### src/rtl/y86_pkg.sv
// Shared definitions for the Y86 SEQ control path: instruction codes,
// architectural status codes and the sequencer state encoding.
package y86_pkg;

    localparam logic [3:0] IHALT   = 4'h0;
    localparam logic [3:0] INOP    = 4'h1;
    localparam logic [3:0] IRRMOVQ = 4'h2;
    localparam logic [3:0] IIRMOVQ = 4'h3;
    localparam logic [3:0] IRMMOVQ = 4'h4;
    localparam logic [3:0] IMRMOVQ = 4'h5;
    localparam logic [3:0] IOPQ    = 4'h6;
    localparam logic [3:0] IJXX    = 4'h7;
    localparam logic [3:0] ICALL   = 4'h8;
    localparam logic [3:0] IRET    = 4'h9;
    localparam logic [3:0] IPUSHQ  = 4'hA;
    localparam logic [3:0] IPOPQ   = 4'hB;

    localparam logic [2:0] STAT_AOK = 3'd1;
    localparam logic [2:0] STAT_HLT = 3'd2;
    localparam logic [2:0] STAT_ADR = 3'd3;
    localparam logic [2:0] STAT_INS = 3'd4;

    typedef enum logic [2:0] {
        ST_IDLE,
        ST_FETCH,
        ST_DECODE,
        ST_EXECUTE,
        ST_MEMORY,
        ST_WRITEBACK,
        ST_PCUPDATE,
        ST_HALT
    } state_e;

endpackage

### src/rtl/y86_icode_class.sv
// Combinational instruction classifier: which stages an icode actually uses.
module y86_icode_class
    import y86_pkg::*;
(
    input  logic [3:0] icode_i,
    output logic       valid_o,
    output logic       needs_mem_o,
    output logic       writes_reg_o
);

    always_comb begin
        valid_o      = (icode_i <= IPOPQ);
        needs_mem_o  = icode_i inside {IRMMOVQ, IMRMOVQ, ICALL, IRET, IPUSHQ, IPOPQ};
        // Stack operations write %rsp, so they count as register writers.
        writes_reg_o = icode_i inside {IRRMOVQ, IIRMOVQ, IMRMOVQ, IOPQ,
                                       ICALL, IRET, IPUSHQ, IPOPQ};
    end

endmodule

### src/rtl/y86_seq_controller.sv
// Multi-cycle SEQ stage sequencer with status tracking and retire counter.
// Memory handshake: mem_ready is sampled only in MEMORY; mem_error is ignored unless mem_ready is high.
module y86_seq_controller
    import y86_pkg::*;
#(
    parameter int MEM_TIMEOUT = 16,
    parameter int RETIRE_W    = 32
) (
    input  logic                clk,
    input  logic                reset_n,
    input  logic                run,
    input  logic [3:0]          icode,
    input  logic                imem_error,
    input  logic                decode_error,
    input  logic                mem_ready,
    input  logic                mem_error,
    output logic                fetch_en,
    output logic                decode_en,
    output logic                execute_en,
    output logic                memory_en,
    output logic                writeback_en,
    output logic                pcupdate_en,
    output logic [2:0]          stat,
    output logic                halted,
    output logic [RETIRE_W-1:0] retired,
    output state_e              dbg_state
);

    localparam logic [7:0] WAIT_LAST = 8'(MEM_TIMEOUT - 1);

    state_e                state_q, state_d;
    logic [3:0]            icode_q, icode_d;
    logic [7:0]            wait_q, wait_d;
    logic [2:0]            stat_q, stat_d;
    logic [RETIRE_W-1:0]   retired_q, retired_d;

    logic [3:0] cls_icode;
    logic       cls_valid, cls_mem, cls_wr;

    // In FETCH the live icode is classified; afterwards the captured one.
    assign cls_icode = (state_q == ST_FETCH) ? icode : icode_q;

    y86_icode_class u_class (
        .icode_i      (cls_icode),
        .valid_o      (cls_valid),
        .needs_mem_o  (cls_mem),
        .writes_reg_o (cls_wr)
    );

    always_ff @(posedge clk) begin
        if (!reset_n) begin
            state_q   <= ST_IDLE;
            icode_q   <= IHALT;
            wait_q    <= '0;
            stat_q    <= STAT_AOK;
            retired_q <= '0;
        end else begin
            state_q   <= state_d;
            icode_q   <= icode_d;
            wait_q    <= wait_d;
            stat_q    <= stat_d;
            retired_q <= retired_d;
        end
    end

    always_comb begin
        state_d   = state_q;
        icode_d   = icode_q;
        wait_d    = wait_q;
        stat_d    = stat_q;
        retired_d = retired_q;
        case (state_q)
            ST_IDLE: if (run) state_d = ST_FETCH;
            ST_FETCH: begin
                icode_d = icode;
                if (imem_error) begin
                    stat_d  = STAT_ADR;
                    state_d = ST_HALT;
                end else if (!cls_valid) begin
                    stat_d  = STAT_INS;
                    state_d = ST_HALT;
                end else if (icode == IHALT) begin
                    stat_d  = STAT_HLT;
                    state_d = ST_HALT;
                end else begin
                    state_d = ST_DECODE;
                end
            end
            ST_DECODE: begin
                if (decode_error) begin
                    stat_d  = STAT_INS;
                    state_d = ST_HALT;
                end else begin
                    state_d = ST_EXECUTE;
                end
            end
            ST_EXECUTE: begin
                wait_d = '0;
                if (cls_mem)     state_d = ST_MEMORY;
                else if (cls_wr) state_d = ST_WRITEBACK;
                else             state_d = ST_PCUPDATE;
            end
            ST_MEMORY: begin
                // A ready arriving on the final wait cycle still completes.
                if (mem_ready) begin
                    if (mem_error) begin
                        stat_d  = STAT_ADR;
                        state_d = ST_HALT;
                    end else begin
                        state_d = cls_wr ? ST_WRITEBACK : ST_PCUPDATE;
                    end
                end else if (wait_q == WAIT_LAST) begin
                    stat_d  = STAT_ADR;
                    state_d = ST_HALT;
                end else begin
                    wait_d = wait_q + 8'd1;
                end
            end
            ST_WRITEBACK: state_d = ST_PCUPDATE;
            ST_PCUPDATE: begin
                retired_d = retired_q + 1'b1;
                state_d   = run ? ST_FETCH : ST_IDLE;
            end
            ST_HALT: state_d = ST_HALT;
            default: state_d = ST_IDLE;
        endcase
    end

    always_comb begin
        fetch_en     = (state_q == ST_FETCH);
        decode_en    = (state_q == ST_DECODE);
        execute_en   = (state_q == ST_EXECUTE);
        memory_en    = (state_q == ST_MEMORY);
        writeback_en = (state_q == ST_WRITEBACK);
        pcupdate_en  = (state_q == ST_PCUPDATE);
    end

    assign stat      = stat_q;
    assign halted    = (state_q == ST_HALT);
    assign retired   = retired_q;
    assign dbg_state = state_q;

endmodule

### config.mk
export PLATFORM = sky130hd
export DESIGN_NAME = y86_seq_controller
export DESIGN_NICKNAME = d
export VERILOG_FILES = /design/src/rtl/y86_pkg.sv /design/src/rtl/y86_icode_class.sv /design/src/rtl/y86_seq_controller.sv
export SDC_FILE = /design/constraint.sdc
export NUM_CORES = 1
export LEC_CHECK = 0
export ABC_AREA = 1
export BUFFER_PORTS_ARGS = -buffer_cell sky130_fd_sc_hd__buf_4
export CELL_PAD_IN_SITES_DETAIL_PLACEMENT = 0
export CELL_PAD_IN_SITES_GLOBAL_PLACEMENT = 1
export CORE_MARGIN = 2
export CORE_UTILIZATION = 25
export CTS_CLUSTER_SIZE = 25
export DETAILED_ROUTE_END_ITERATION = 10
export PLACE_DENSITY_LB_ADDON = 0.05
export SYNTH_ARGS = -nofsm -noshare
export SYNTH_HDL_FRONTEND = slang
export SYNTH_HIERARCHICAL = 1
export SYNTH_SLANG_ARGS = --single-unit
### constraint.sdc
create_clock -name clk -period 1.71 [get_ports clk]
set_input_delay 0.342 -clock clk [delete_from_list [all_inputs] [get_ports clk]]
set_output_delay 0.342 -clock clk [all_outputs]
set_load 0.03 [all_outputs]
==> metrics.md <==
| Metric | Value |
|---|---|
| Status | finished with violations |
| Failing checks | negative setup slack |
| Setup TNS | -0.492 ns |
| Ant diodes | 0 |
| FF-to-FF path depth | 11 |
| CP Capture Type | register |
| Biggest area consumer among synthesized cells | dfxtp_1 |
| Syn. warnings | 6 |
| Vias | 3040 |
| DR pass1 iterations | 4 |
| Grt ovf | 0 |
| PD cells | 1180 nW/um^2 |
| Die area | 12200 um^2 |
| Worst-margin pin slew | 0.414 ns |
| Port Buffers | 55 |
| Vias per inst | 4.35 |
| Cells after synthesis | 458 |
| CTS buffer count | 5 |
| Clock tree sinks | 50 |
| Starting Density | 0.259 |
| Dominant synthesized flop cell | dfxtp_1 |
| Largest net degree at the start of global routing | 27 |
| Setup-failing EPs final | 5 |
| Final ANT Viol Nets | 0 |
| Root buffer cell | clkbuf_16 |
| Global Route Usage Sum | 0.148 |
| Vias in the first global route | 3059 |
| Cell Count Post-Placement | 681 |
| Yosys cell types | 31 |
| Core ar. | 10900 um^2 |
| Num ports | 56 |
| Critical Path Source | dbg_state[2] |
| Async S/R FF share, synth | 0 |
| Most frequent cell after synthesis | nand2_1 |
| Yosys top cell area share | 0.354 |
| Setup WS post-layout | -0.135 ns |
| CTS tree | done |
| Routed wire length per instance | 12.5 um |
| First-pass GRT wire length | 15000 um |
| Post-CTS Hold Buffers | 0 |
| Synthesized area | 2830 um^2 |
| Worst setup endpoint | dbg_state[1] |
| EDFF count, synth | 0 |
| FF-to-FF End | dbg_state[1] |
| Final Core Density | 0.367 |
| Area grow syn2layout | 41.9% |
| Critical path class | reg -> reg |
| Hpwl dp | 6760 um |
| Seq/Total Area, Yosys | 0.354 |
| Final setup skew | 0.00355 ns |
| CTS max path bufs | 2 |
| Yosys reg bits | 50 |
| Die Y | 110 um |
| Ranking of synthesized cells by area | dfxtp_1, nand2_1, nor2_1 |
| Fmax | 542 MHz |
| DR iter-0 viols | 129 |
| Nets | 572 |
| Average size of a mapped cell | 6.18 um^2 |
| Peak supply drop | 0.610 mV |
| Maximum capacitance violations | 0 |
| Fillcell total | 1239 |
| Final Hold Violating Endpoints | 0 |
| Hold/Removal Path Class | in -> reg |
| Clock latency on the worst-skew pair | 0.29 ns |
| RSZ-0062 raised after global routing | yes |
| Rows | 38 |
| Worst Path Max Fanout | 7 |
| Htree depth | 2 |
| Mapped Nets | 471 |
| Fin cells | 699 |
| Relative slew slack | 0.722 |
| Leak Pwr | 1.82 nW |
| Total wire length | 8770 um |
| DRC Markers | 0 |
| Startpoint types | register |
| Max stage delay cell, worst path | dfxtp_2 |
| Post-route minimum period | 1.84 ns |
| WP data arrival | 2.07 ns |
| DIE WIDTH | 110 um |
| Clk slew on worst S/H paths | 0.07 ns |
| Layout cells sized above 1 | 0.283 |
| Final Cycle Share | 1.08 |
| R2r setup slk | -0.13 ns |
| CP peak stage delay | 0.33 ns |
| Initial antenna violation count | 0 |
| Final GP Congestion | 0.794 |
| CP cell instances | nor3_4, inv_2, buf_4, o21ai_4, inv_2, nor2_1, a21oi_1, buf_4, nor3_1, o21ai_1, nor2_1 |
| Worst r2r src | dbg_state[2] |
| Max-slew violation count | 0 |
| Synth cell count leaders | nand2_1, nor2_1, inv_1, dfxtp_1, nand3_1 |
| CP required | 1.93 ns |
stage by stage:
step	hold WS (ns)	instance area, um^2	setup WS [ns]	power, W
after floorplan	0.472	2860	-0.289	0.00264
after global placement	0.455	3670	-0.0868	0.00342
after detailed placement	0.454	3670	-0.155	0.00341
after CTS	0.427	3870	-0.0883	0.00461
after global routing	0.455	4020	-0.324	0.00513
final	0.424	4020	-0.135	0.00475
worst max-delay path: cells and delay by family, from the launching register on:
family          cells  cell delay, ns
simple gates        4            0.66
compound gates      3            0.30
buf+inv             4            0.47
flops               1            0.33
sequential cells by signal (all words and copies together) (netlist names):
signal and cells:
stat 3, wait_q 8, retired 32, icode_q 4, dbg_state 3
worst min path at each step:
stage	from	end	slack (ns)	cells past startpoint
floorplan	wait_q[5]	wait_q[5]	0.47	2
global placement	stat[0]	stat[0]	0.46	2
detailed placement	stat[0]	stat[0]	0.45	2
CTS	icode[1]	icode_q[1]	0.43	4
global route	decode_error	dbg_state[2]	0.46	3
finish	decode_error	dbg_state[2]	0.42	3
power by group:
group	leakage (nW)	internal, W	switching [W]
clock network	0.0673	0.000537	0.000445
registers	0.406	0.00129	0.0000718
logic	1.35	0.00107	0.00132
total	1.82	0.00291	0.00184
layout make-up:
type                            instances  area (um^2)  area share
Multi-Input combinational cell        328         1650       0.412
Clock inverter                          1         6.26     0.00156
Timing Repair Buffer                  101          766       0.191
Inverter                               73          279      0.0695
Sequential cell                        50         1010       0.251
Clock buffer                            6          129      0.0321
Tap cell                              140          175      0.0436
layout by cell type (no fill, tap or decap), types with 4 or more instances in the layout:
master,Yosys,layout
nand4_1,7,7
a21oi_1,25,24
inv_1,68,60
clkbuf_16,0,5
nand2_1,109,105
nor2_4,2,6
nand3_1,37,31
nand3_2,1,4
dfxtp_1,50,47
nor2_1,81,78
buf_4,2,99
o21ai_1,2,5
inv_2,5,11
nand2_2,4,7
o21ai_0,19,13
xor2_1,4,4
nor3_1,16,15
nand3_4,1,4
cell families (layout without fill, tap and decap cells):
family                   count (synthesis)  after routing  share of synthesized area
flip-flops                              50             50                      0.354
AO/OA/AOI/OAI                           52             52                     0.0968
XOR/XNOR                                 5              5                     0.0155
AND/OR/NAND/NOR                        269            269                      0.416
adder cells (fa/ha/maj)                  2              2                    0.00884
buffers and inverters                   80            181                      0.109
per-layer routing:
metal / global-route usage / vias up / part of all wire
met5: 0 / - / 0
met4: 0.0225 / 0 / 0.0043
met3: 0.0307 / 2 / 0.034
met2: 0.261 / 44 / 0.49
met1: 0.190 / 1348 / 0.47
li1: - / 1646 / -
repair_timing:
item / 4_1_cts / 5_1_grt
setup buffers: 5 / 6
gates resized for setup: 11 / 24
pin swaps: 9 / 5
setup endpoints to repair: 8 / 19
Power figures use the tool's default switching activity.
